### src/rtl/puertas_pkg.sv
// Shared door encodings for the door actuator and the door controller.
// The door status encoding is also the actuator's state register, so the
// controller can read the state directly without any translation.
// Contents:
//   puertas_e  - 2-bit door status / actuator state
//   CMD_*      - 2-bit door command values driven by the controller
package puertas_pkg;

  typedef enum logic [1:0] {
    PUERTAS_CERRADAS = 2'b00,
    PUERTAS_ABIERTAS = 2'b01,
    PUERTAS_CERRANDO = 2'b10,
    PUERTAS_ABRIENDO = 2'b11
  } puertas_e;

  localparam logic [1:0] CMD_NADA   = 2'b00;
  localparam logic [1:0] CMD_ABRIR  = 2'b01;
  localparam logic [1:0] CMD_CERRAR = 2'b10;

endpackage

### src/rtl/filtro_sensor.sv
// Obstruction sensor conditioning: a 2-flop synchronizer followed by a
// 2-sample agreement filter. The filtered output only changes when two
// consecutive synchronized samples agree, so a single-cycle glitch never
// reaches the door mechanism. From a sensor edge, the filtered level changes
// three clock edges later. All flops reset to 0 (no obstruction).
// Ports:
//   clk         - system clock, rising edge
//   rst_n       - asynchronous active-low reset
//   sensor_i    - raw obstruction sensor, 1 = sensed
//   sensor_ef_o - filtered obstruction level
module filtro_sensor (
  input  logic clk,
  input  logic rst_n,
  input  logic sensor_i,
  output logic sensor_ef_o
);

  logic sync1_q;
  logic sync2_q;
  logic prev_q;
  logic filt_q;
  logic filt_d;

  // Agreement decode: follow the synchronized level once two consecutive
  // samples match, otherwise keep the last agreed value.
  always_comb begin
    filt_d = filt_q;
    if (sync2_q == prev_q) begin
      filt_d = sync2_q;
    end
  end

  always_ff @(posedge clk or negedge rst_n) begin
    if (!rst_n) begin
      sync1_q <= 1'b0;
      sync2_q <= 1'b0;
      prev_q  <= 1'b0;
      filt_q  <= 1'b0;
    end else begin
      sync1_q <= sensor_i;
      sync2_q <= sync1_q;
      prev_q  <= sync2_q;
      filt_q  <= filt_d;
    end
  end

  assign sensor_ef_o = filt_d;

endmodule

### src/rtl/actuador_puertas.sv
// Door mechanism and open-hold timer. Follows the controller's door command,
// models a finite travel time, reverses when an obstruction is sensed while
// closing, and times how long the doors remain fully open.
// Optional build macro: PUERTAS_FILTRO_SENSOR_EN adds a synchronizer and
// agreement filter on the obstruction sensor; otherwise the raw sensor acts
// in the same cycle.
// Ports:
//   clk      - system clock, rising edge
//   rst_n    - asynchronous active-low reset
//   comando  - door command: 01 open, 10 close, 00/11 nothing
//   sensor   - obstruction between doors, 1 = sensed
//   puertas  - door status: 00 closed, 01 open, 10 closing, 11 opening
//   timeout  - doors fully open and hold timer expired (level)
//   posicion - opening position, 0 = closed, T_MOVER = fully open
module actuador_puertas
  import puertas_pkg::*;
#(
  parameter int T_MOVER   = 8,
  parameter int T_ABIERTA = 50,
  parameter int CNT_W     = 8
) (
  input  logic             clk,
  input  logic             rst_n,
  input  logic [1:0]       comando,
  input  logic             sensor,
  output logic [1:0]       puertas,
  output logic             timeout,
  output logic [CNT_W-1:0] posicion
);

  localparam logic [CNT_W-1:0] MOVER_C   = CNT_W'(T_MOVER);
  localparam logic [CNT_W-1:0] MOVER_M1  = CNT_W'(T_MOVER - 1);
  localparam logic [CNT_W-1:0] ABIERTA_C = CNT_W'(T_ABIERTA);
  localparam logic [CNT_W-1:0] ONE_C     = CNT_W'(1);

  puertas_e         estado_q;
  logic [CNT_W-1:0] posicion_q;
  logic [CNT_W-1:0] timer_q;
  logic             sensorEf;

`ifdef PUERTAS_FILTRO_SENSOR_EN
  filtro_sensor u_filtro_sensor (
    .clk         (clk),
    .rst_n       (rst_n),
    .sensor_i    (sensor),
    .sensor_ef_o (sensorEf)
  );
`else
  assign sensorEf = sensor;
`endif

  // Door state machine. The state register is the door status itself.
  // Obstruction always wins over a close request. Reversals keep the
  // position so the return trip takes as long as the distance covered.
  // The travel-end checks use >= / <= so a reversal right at an end stop
  // finishes cleanly instead of wrapping the position counter.
  always_ff @(posedge clk or negedge rst_n) begin
    if (!rst_n) begin
      estado_q   <= PUERTAS_CERRADAS;
      posicion_q <= '0;
      timer_q    <= '0;
    end else begin
      case (estado_q)
        PUERTAS_CERRADAS: begin
          timer_q <= '0;
          if (comando == CMD_ABRIR) begin
            estado_q <= PUERTAS_ABRIENDO;
          end
        end
        PUERTAS_ABRIENDO: begin
          timer_q <= '0;
          if (comando == CMD_CERRAR && !sensorEf) begin
            estado_q <= PUERTAS_CERRANDO;
          end else if (posicion_q >= MOVER_M1) begin
            posicion_q <= MOVER_C;
            estado_q   <= PUERTAS_ABIERTAS;
          end else begin
            posicion_q <= posicion_q + ONE_C;
          end
        end
        PUERTAS_ABIERTAS: begin
          if (comando == CMD_CERRAR && !sensorEf) begin
            estado_q <= PUERTAS_CERRANDO;
            timer_q  <= '0;
          end else if (comando == CMD_ABRIR || sensorEf) begin
            timer_q <= '0;
          end else if (timer_q != ABIERTA_C) begin
            timer_q <= timer_q + ONE_C;
          end
        end
        PUERTAS_CERRANDO: begin
          timer_q <= '0;
          if (sensorEf || comando == CMD_ABRIR) begin
            estado_q <= PUERTAS_ABRIENDO;
          end else if (posicion_q <= ONE_C) begin
            posicion_q <= '0;
            estado_q   <= PUERTAS_CERRADAS;
          end else begin
            posicion_q <= posicion_q - ONE_C;
          end
        end
        default: begin
          estado_q   <= PUERTAS_CERRADAS;
          posicion_q <= '0;
          timer_q    <= '0;
        end
      endcase
    end
  end

  assign puertas  = estado_q;
  assign posicion = posicion_q;
  assign timeout  = (estado_q == PUERTAS_ABIERTAS) && (timer_q == ABIERTA_C);

endmodule

### config.mk
export PLATFORM = sky130hd
export DESIGN_NAME = actuador_puertas
export DESIGN_NICKNAME = d
export VERILOG_FILES = /design/src/rtl/puertas_pkg.sv /design/src/rtl/filtro_sensor.sv /design/src/rtl/actuador_puertas.sv
export SDC_FILE = /design/constraint.sdc
export NUM_CORES = 1
export LEC_CHECK = 0
export CAP_MARGIN = 20
export CORE_UTILIZATION = 48
export DETAILED_ROUTE_END_ITERATION = 16
export PLACE_DENSITY = 0.78
export REMOVE_ABC_BUFFERS = 1
export SLEW_MARGIN = 20
export SYNTH_ARGS = -nofsm -noshare
export SYNTH_HDL_FRONTEND = slang
export SYNTH_SLANG_ARGS = --single-unit
export TNS_END_PERCENT = 30
### constraint.sdc
create_clock -name clk -period 2.1 [get_ports clk]
set_input_delay 0.315 -clock clk [delete_from_list [all_inputs] [get_ports clk]]
set_output_delay 0.315 -clock clk [all_outputs]
set_load 0.01 [all_outputs]
==> results.txt, run 1 <==
GRT Util Overall: 22.85%
Syn Area/Cell: 9.405 um^2
Setup ws final: 0.1585 ns
Non-Filler Instances: 176
Share of the synthesized area in the top cell type: 39.26%
Hold Path Class: input port to asynchronous set/reset pin
Antenna viol nets, final: 0
Clk_lat worst skew: 0.31 ns
DP Area: 1380 um^2
Register area: 451.7 um^2
Slew Limit Fails: 0
Crit-path slowest cell: dfrtp_1
CP startpoint: posicion[1]
Synth area leaders: dfrtp_1, ha_1, mux2i_1
PortBufs: 15
CP Depth: 6
Distinct cells, synth: 47
Vias in the first global route: 998
Kind of cell adding the most delay to the critical path: simple AND/OR/NAND/NOR gates
Share of layout cells above drive strength 1: 18.24%
Starting DRC count in detailed routing: 23
CP max FO: 5
Grt ovf: 0
Core area: 2233 um^2
Cells on worst reg2reg path: 6
Fillers: 186
Post-Route WL: 2593 um
Num ports: 16
Pre-CTS WS: 0.1244 ns
CP endpoint: posicion[6]
Post-synth EDFFs: 0
Logic pwr share: 49.4%
Initial antenna violation count: 0
TritonCTS Buffers: 3
Clock sink count: 18
Yosys top cell by area: dfrtp_1
Chip Height: 50.89 um
Setup TNS: 0 ns
Row count: 17
Starting Density: 51.37%
CTS Buffer Depth: 2
Cell area after synthesis: 1147 um^2
Hold buffers post-CTS: 0
Hold WS: 0.3273 ns
Final Hold Vio Count: 0
PwrDens: 960.1 nW/um^2
Total number of vias: 1034
Clock transition at path regs: 0.11 ns
Worst-Margin Slew: 0.4855 ns
# diodes: 0
Switching Share: 38.48%
RD Place Congestion: 0.9896
CTS root buf: clkbuf_4
Clock Skew: 0.007936 ns
DP HPWL: 1743 um
Drt wl/cell: 14.73 um
Layout area overhead: 25.30%
VDD IR-drop max: 0.0006865 V
Cells after DPL: 170
Multi-input gate area: 660.6 um^2
R2R setup slack: 0.16 ns
YS warnings: 0
Crit path kind: flip-flop to flip-flop
Req. time, crit path: 2.36 ns
Synth cell count leaders: dfrtp_1, nor2_1, inv_1, nand2b_1, o21ai_0
Async set-reset flop share out of synthesis: 100.0%
Drt drc: 0
Seq/Total Area, Yosys: 39.26%
Worst Setup End Kind: flip-flop
CTS tree: done
Clk network pwr share: 16.3%
Fmax: 515.1 MHz
Crit path largest cell delay: 0.44 ns
Flop pwr share: 34.3%
Max-cap violations: 0
Max transition margin: 67.63%
RSZ-0062 raised after global routing: no
WP data arrival: 2.20 ns
Final Critical Period: 1.942 ns
Count leader, synth: dfrtp_1
First-pass detailed-route iteration total: 4
Largest net degree at the start of global routing: 19
Mapped Cells: 122
CP Buf/Inv Count: 1
# setup viols final: 0
H-tree depth: 1
Nets: 159
Internal: 849.2 uW
Vias per cell: 5.875
Switch Pwr: 531.1 uW
Final period utilization: 92.45%
Critical Path Start Type: flip-flop
Dominant synthesized flop cell: dfrtp_1
Reg2reg start: posicion[1]
Status: finished clean
Design area: 1438 um^2
Die ar.: 2590 um^2
R2r endpoint: posicion[6]
Chip width: 50.89 um
Leakage: 0.0006552 uW
Wire length of the first global-routing pass: 4353 um
Count of state elements after synthesis: 18
Worst path cell trace: inv_2 > ha_2 > or3b_4 > or4_1 > o31ai_2 > a22o_1
## layout by cell type, fill, tap and decap left out, types with 2 or more instances in the layout
cell              n
dfrtp_1          17
clkdlybuf4s50_1  14
nor2_1           12
buf_4            10
nand2b_1          7
inv_1             6
o21ai_0           6
nand3_1           5
mux2i_1           5
nand2_1           4
xor2_1            4
ha_1              4
nor3_1            3
or2_2             3
a21oi_1           3
nand4_1           3
clkbuf_4          3
a31oi_1           2
o31ai_1           2
a211oi_1          2
## state kept, by name, indices dropped and copies added, names as in the netlist
| register | cells |
|---|---|
| timer_q | 8 |
| posicion | 8 |
| puertas | 2 |
## worst min path at each step
stage                      from           to  slack [ns]  depth (start not counted)
detailed placement  posicion[7]  posicion[7]        0.53                          1
global placement     timer_q[7]   timer_q[7]        0.53                          2
global route              rst_n  posicion[1]        0.37                          2
CTS                       rst_n  posicion[1]        0.33                          2
finish                    rst_n  posicion[6]        0.33                          2
floorplan                 rst_n  posicion[0]        0.02                          0
## per-stage QoR
stage,util [%],power (uW)
floorplan,-,881.9
global placement,61.79,1114
detailed placement,61.79,1132
CTS,64.15,1367
global route,64.37,1471
finish,64.37,1380
## cells by family after synthesis
logic type	after synthesis	synth area share, %
flip-flops	18	39.26
adder cells (fa/ha/maj)	5	5.453
multiplexers	5	4.362
buffers and inverters	10	3.381
AND/OR/NAND/NOR	50	25.30
AO/OA/AOI/OAI	29	18.43
XOR/XNOR	5	3.817
## per-layer routing
layer | wire length [um] | vias up | track usage [%]
li1 | - | 505 | -
met1 | 1318 | 502 | 32.31
met2 | 1159 | 23 | 33.78
met3 | 74 | 4 | 2.976
met4 | 40 | 0 | 12.50
met5 | 0 | - | 0
## cell type report
cell class | count | area share [%]
inverters | 7 | 1.828
flip-flops and latches | 18 | 31.42
well taps | 28 | 2.437
repair buffers | 25 | 15.84
multi-input cells | 94 | 45.95
clock buffers | 4 | 2.524
## timing repair
| item | CTS | global route |
|---|---|---|
| setup endpoints to repair | 1 | 2 |
| setup buffers | 2 | 0 |
| resized for setup | 1 | 3 |
## power by group through the flow
stage / clock (uW) / combinational, uW / sequential [uW]
floorplan: 0 / 386 / 495
global placement: 0 / 640 / 474
detailed placement: 0 / 654 / 478
CTS: 230 / 668 / 468
global route: 241 / 749 / 481
finish: 225 / 682 / 473
(Power assumes the default switching activity.)
==> run 2, diff against run 1 <==
HOLD_SLACK_MARGIN = 0.05   (was unset)
SLEW_MARGIN = 10   (was 20)
==> results of run 2 <==
Final layout, timing and power as in run 1 (identical DEF).
